`src/rtl/ctc_pkg.sv`:
```
// Shared definitions for the key scan controller: word length,
// FSM states and the row/column scan maps.
package ctc_pkg;

  localparam logic [5:0] WORD_LAST = 6'd55;

  typedef enum logic [1:0] {
    ST_IDLE,
    ST_DEBOUNCE,
    ST_PRESSED,
    ST_RELEASE
  } state_t;

  // Indexed by sys_cnt[2:0]: row drive bit for each slot
  localparam logic [7:0][2:0] ROW_MAP = {
    3'd3, 3'd4, 3'd1, 3'd7,
    3'd6, 3'd5, 3'd2, 3'd0
  };

  // Indexed by sys_cnt[5:3]: column index and whether one is scanned
  localparam logic [7:0][2:0] COL_MAP = {
    3'd0, 3'd4, 3'd3, 3'd0,
    3'd2, 3'd1, 3'd0, 3'd0
  };

  localparam logic [7:0] COL_VLD = 8'b0110_1101;

endpackage

```
`src/rtl/key_matrix_dec.sv`:
```
// Combinational scan decode: sys_cnt to one-hot row drive
// and the column being returned in this slot.
import ctc_pkg::*;

module key_matrix_dec (
  input  logic [5:0] sys_cnt,
  output logic [7:0] kr,
  output logic [2:0] col_sel,
  output logic       col_valid
);

  always_comb begin
    kr = '0;
    kr[ROW_MAP[sys_cnt[2:0]]] = 1'b1;
  end

  assign col_sel   = COL_MAP[sys_cnt[5:3]];
  assign col_valid = COL_VLD[sys_cnt[5:3]];

endmodule

```
`src/rtl/key_scan_ctl.sv`:
```
// Keyboard scan controller with word-based press/release detection.
// Define KSC_DEBOUNCE_EN to build multi-word debounce and release filtering.
import ctc_pkg::*;

module key_scan_ctl #(
  parameter int DEB_WORDS = 3,
  parameter int REL_WORDS = 2
) (
  input  logic       cph2,
  input  logic       nrst,
  input  logic [5:0] sys_cnt,
  input  logic [4:0] kc,
  input  logic       kcode_ack,
  input  logic       stat_clr,
  output logic [7:0] kr,
  output logic [5:0] kcode,
  output logic       kcode_vld,
  output logic       key_stat,
  output logic       key_down
);

  if (DEB_WORDS < 2 || DEB_WORDS > 15 ||
      REL_WORDS < 2 || REL_WORDS > 15) begin : g_bad_param
    $error("key_scan_ctl: DEB_WORDS/REL_WORDS out of range");
  end

  logic [2:0] col_sel;
  logic       col_valid;
  logic [7:0] kc_ext;
  logic       hit;
  logic       word_end;
  logic       word_hit;
  logic [5:0] word_code;
  logic       w_hit;
  logic [5:0] w_code;
  logic       press;
  logic [5:0] press_code;
  state_t     state;
  state_t     state_n;

  key_matrix_dec u_dec (
    .sys_cnt   (sys_cnt),
    .kr        (kr),
    .col_sel   (col_sel),
    .col_valid (col_valid)
  );

  assign kc_ext   = {3'b000, kc};
  assign hit      = col_valid & kc_ext[col_sel];
  assign word_end = (sys_cnt == WORD_LAST);

  // Word result including the sample taken on the word-end edge
  assign w_hit  = word_hit | hit;
  assign w_code = word_hit ? word_code : sys_cnt;

  always_ff @(posedge cph2 or negedge nrst) begin
    if (!nrst) begin
      word_hit  <= 1'b0;
      word_code <= '0;
    end else if (word_end) begin
      word_hit  <= 1'b0;
      word_code <= '0;
    end else if (hit && !word_hit) begin
      word_hit  <= 1'b1;
      word_code <= sys_cnt;
    end
  end

`ifdef KSC_DEBOUNCE_EN
  logic [3:0] cnt;
  logic [3:0] cnt_n;
  logic [3:0] cnt_inc;
  logic [5:0] cand;
  logic [5:0] cand_n;

  assign cnt_inc    = cnt + 4'd1;
  assign press_code = cand;

  always_comb begin
    state_n = state;
    cnt_n   = cnt;
    cand_n  = cand;
    press   = 1'b0;
    if (word_end) begin
      unique case (state)
        ST_IDLE: begin
          if (w_hit) begin
            state_n = ST_DEBOUNCE;
            cand_n  = w_code;
            cnt_n   = 4'd1;
          end
        end
        ST_DEBOUNCE: begin
          if (!w_hit) begin
            state_n = ST_IDLE;
          end else if (w_code == cand) begin
            cnt_n = cnt_inc;
            if (cnt_inc == 4'(DEB_WORDS)) begin
              state_n = ST_PRESSED;
              press   = 1'b1;
            end
          end else begin
            cand_n = w_code;
            cnt_n  = 4'd1;
          end
        end
        ST_PRESSED: begin
          if (!w_hit) begin
            state_n = ST_RELEASE;
            cnt_n   = 4'd1;
          end
        end
        ST_RELEASE: begin
          if (w_hit) begin
            state_n = ST_PRESSED;
          end else begin
            cnt_n = cnt_inc;
            if (cnt_inc == 4'(REL_WORDS)) state_n = ST_IDLE;
          end
        end
      endcase
    end
  end

  always_ff @(posedge cph2 or negedge nrst) begin
    if (!nrst) begin
      cnt  <= '0;
      cand <= '0;
    end else begin
      cnt  <= cnt_n;
      cand <= cand_n;
    end
  end
`else
  assign press_code = w_code;

  always_comb begin
    state_n = state;
    press   = 1'b0;
    if (word_end) begin
      unique case (state)
        ST_IDLE: begin
          if (w_hit) begin
            state_n = ST_PRESSED;
            press   = 1'b1;
          end
        end
        ST_PRESSED: begin
          if (!w_hit) state_n = ST_IDLE;
        end
        default: state_n = ST_IDLE;
      endcase
    end
  end
`endif

  // A press on the same edge as ack/clear takes priority
  always_ff @(posedge cph2 or negedge nrst) begin
    if (!nrst) begin
      state     <= ST_IDLE;
      kcode     <= '0;
      kcode_vld <= 1'b0;
      key_stat  <= 1'b0;
    end else begin
      state <= state_n;
      if (press) begin
        kcode     <= press_code;
        kcode_vld <= 1'b1;
        key_stat  <= 1'b1;
      end else begin
        if (kcode_ack) kcode_vld <= 1'b0;
        if (stat_clr)  key_stat  <= 1'b0;
      end
    end
  end

  assign key_down = (state == ST_PRESSED) || (state == ST_RELEASE);

endmodule

```
`config.mk`:
```
export PLATFORM = sky130hd
export DESIGN_NAME = key_scan_ctl
export DESIGN_NICKNAME = d
export VERILOG_FILES = /design/src/rtl/ctc_pkg.sv /design/src/rtl/key_matrix_dec.sv /design/src/rtl/key_scan_ctl.sv
export SDC_FILE = /design/constraint.sdc
export NUM_CORES = 1
export LEC_CHECK = 0
export BUFFER_PORTS_ARGS = -buffer_cell sky130_fd_sc_hd__buf_2
export CORE_ASPECT_RATIO = 0.5
export CORE_MARGIN = 1
export CORE_UTILIZATION = 40
export DETAILED_ROUTE_END_ITERATION = 10
export GPL_TIMING_DRIVEN = 0
export PLACE_DENSITY_LB_ADDON = 0.05
export RECOVER_POWER = 50
export SKIP_CTS_REPAIR_TIMING = 1
export SYNTH_ARGS = -nofsm -noshare
export SYNTH_HDL_FRONTEND = slang
export SYNTH_SLANG_ARGS = --single-unit
export TNS_END_PERCENT = 20
```
`constraint.sdc`:
```
create_clock -name cph2 -period 3.9 [get_ports cph2]
set_input_delay 0.78 -clock cph2 [delete_from_list [all_inputs] [get_ports cph2]]
set_output_delay 0.78 -clock cph2 [all_outputs]
set_load 0.1 [all_outputs]
```
==> impl_results.md <==
* Status: finished clean
* CP Capture Point: kr[1]
* First-pass GRT wire length at 3.53 mm
* DRT Pass-1 Iters at 4
* Via count at 939
* Overall routed net length at between 2 and 2.5 mm
* TNS Setup at 0 ns
* Crit path depth at 8
* CP Class: primary input to output port
* Setup Skew at around 0.0012 ns
* Max-Cap Viols at 0
* Row count at 12
* CTS buffer count at 3
* R2r setup slk at 1.90 ns
* Tmin final at about 3.4 ns
* Antenna cells at 0
* Worst setup SP type: primary input
* Chip height at between 30 and 40 µm
* Gpl congestion at 0.749
* CTS max path bufs at 2
* Sequential fraction of the synthesis area at between 30% and 40%
* CP max-delay cell: buf_2
* VDD IR-drop max at approximately 130 µV
* Data required, critical path at about 3.1 ns
* GRT overflow at 0
* Post-route insts no fill at 192
* Leakage at 0.649 nW
* R2r worst-path depth at 7
* Area of the multi-input gates at approximately 620 µm²
* RSZ-0062 raised after global routing: false
* GRT Util Overall at between 15 and 20%
* Area delta synth->final at 22.9%
* Synth Net Count at between 100 and 150
* Avg WL per Cell at 11.1 µm
* Die area at around 0.0029 mm²
* Reg area at about 400 µm²
* Setup-failing EPs final at 0
* Cell area after layout at 0.00132 mm²
* Post-route antenna net violation count at 0
* Worst R2R End: kcode_vld
* # H-tree levels at 1
* Final period util at between 80 and 90%
* Nets at between 150 and 200
* Vias/cell at just under 5
* Fmax at between 200 and 300 MHz
* Largest net degree at the start of global routing at 17
* Clock sinks at 16
* Worst-path clk slew at 0.06 ns
* P per Cell Area at approximately 400 mW/mm²
* Skew-Pair Late Insertion Delay at ~0.25 ns
* Root Driver: clkbuf_8
* Slew Limit Fails at 0
* # DRC at 0
* Io pins at 32
* Instance area after placement at between 0.001 and 0.0015 mm²
* Critical Path Fanout Max at 10
* CP Launch Point: sys_cnt[0]
* Critical Path AT at between 2 and 3 ns
* Mapped Cells at roughly 120
* Worst slew margin at 21.6%
* CTS tree: yes
* Worst-margin pin slew at ~1.2 ns
* Die X at 75.2 µm
* Vias in the first global route at 769
* Worst reg2reg path startpoint: word_hit
* Fillers at 247
* Initial DRC count at 18
* IO Port Bufs at 30
* Antenna violations before repair at 0
* DP Wirelength at approximately 1.7 mm
* Total core area at ~0.0024 mm²
* Ys Warns at 0
* Crit path buffers/inverters at 5
* Worst hold slack at a little under 0.5 ns
* Final Hold Viols at 0
* HP Class: register to register
* Critical Path Max Stage Delay at ~0.46 ns
* Count of cell types in the netlist at 30
* Starting Density at 45.1%
* Mean area per synthesized cell at approximately 8.7 µm²
* Setup crit end kind: output port
* Synthesized cell area at between 0.001 and 0.0015 mm²
* Placed Instances at ~190
* Layout cells sized above 1 at between 10% and 20%
* Register bit total from synthesis at 16
* CP delay by family, top: buffers and inverters
* Crit path cell chain: buf_2 -> clkbuf_1 -> inv_1 -> ha_1 -> inv_1 -> nand2_1 -> o21ai_0 -> buf_2
-- worst min path at each step --
stage                     cells past startpoint      from  slack [ns]        to
final                                         2  kcode[5]        0.48  kcode[5]
after global routing                          2  kcode[1]        0.51  kcode[1]
after CTS                                     1      nrst        0.45  kcode[4]
after detailed placement                      2  kcode[4]        0.47  kcode[4]
after global placement                        2  kcode[4]        0.46  kcode[4]
after floorplan                               0      nrst        0.48  kcode[0]
-- cell usage in the layout (no fill, tap or decap), types with 2 or more instances in the layout --
cell type | Yosys | routed
clkbuf_1 | 4 | 13
clkbuf_8 | 0 | 4
nand2_1 | 23 | 23
dfrtp_1 | 16 | 16
a21oi_1 | 6 | 6
mux2i_1 | 13 | 13
nor2_1 | 8 | 8
o21ai_0 | 3 | 3
buf_2 | 1 | 22
ha_1 | 7 | 7
or2_1 | 2 | 2
a22oi_1 | 2 | 2
nor2b_1 | 4 | 4
o21ai_1 | 6 | 6
nand2b_1 | 2 | 2
inv_1 | 10 | 10
-- cells in the mapped netlist --
cell       instances  area [µm²]
o2bb2ai_1          1        8.76
o22ai_1            1        6.26
nor2b_1            4        25.0
a2bb2oi_1          1        8.76
a21oi_1            6        30.0
a22oi_1            2        15.0
o21ai_1            6        30.0
nand4_1            1        6.26
nor2_1             8        30.0
o21a_1             1        7.51
inv_1             10        37.5
clkbuf_1           4        15.0
mux2i_1           13         130
dfrtp_1           16         400
a211oi_1           1        7.51
ha_1               7        87.6
a2111oi_2          1        15.0
nand2_1           23        86.3
a32oi_1            1        8.76
xnor2_1            1        8.76
o21ai_0            3        15.0
or3b_1             1        8.76
o32ai_1            2        17.5
or2_1              2        12.5
a211oi_4           1        20.0
buf_2              1        5.00
buf_1              1        3.75
nor3_1             1        5.00
nand2b_1           2        12.5
and2_1             1        6.26
-- registers in the layout, indices dropped and copies added (netlist names) --
register	cells
word_code	6
key_stat	1
kcode	6
kcode_vld	1
word_hit	1
state	1
-- tightest hold or removal path: cells and delay by family (launching register included) --
family          cells  cell delay [ns]
flops               1             0.34
simple gates        1             0.05
compound gates      1             0.06
-- through the flow --
step	util (%)	power [mW]	worst slack, ns
after CTS	56.0	0.536	0.506
final	55.5	0.529	0.497
after global placement	53.6	0.386	0.431
after floorplan	-	0.349	-0.788
after detailed placement	53.6	0.389	0.415
after global routing	55.5	0.558	0.322
-- report_power, final --
| group | leakage (nW) | internal, mW | switching [mW] |
|---|---|---|---|
| logic | 0.414 | 0.0490 | 0.127 |
| registers | 0.206 | 0.194 | 0.0131 |
| clock network | 0.0288 | 0.0895 | 0.0560 |
-- final cells by class --
type / count / area share, %
multi-input cells: 91 / 46.9
flip-flops and latches: 16 / 30.4
repair buffers: 30 / 10.6
clock buffers: 4 / 4.18
well taps: 35 / 3.33
inverters: 10 / 2.85
plain buffers: 6 / 1.81
-- logic make-up (layout without fill, tap and decap cells) --
family,Yosys count,count (layout),share of synthesized area (%)
AND/OR/NAND/NOR,43,43,18.0
AO/OA/AOI/OAI,27,27,17.8
flip-flops,16,16,37.4
buffers and inverters,16,50,5.72
multiplexers,13,13,12.1
adder cells (fa/ha/maj),7,7,8.18
XOR/XNOR,1,1,0.818
-- per-layer routing --
metal	wire length, µm	global-route usage, %	share of wire, %	up-vias
li1	-	-	-	490
met1	1170	23.0	55	415
met2	784	26.1	37	32
met3	152	6.25	7.1	2
met4	17	4.17	0.80	0
met5	0	0	0	-
No activity file was read; power rests on OpenSTA's default activity.
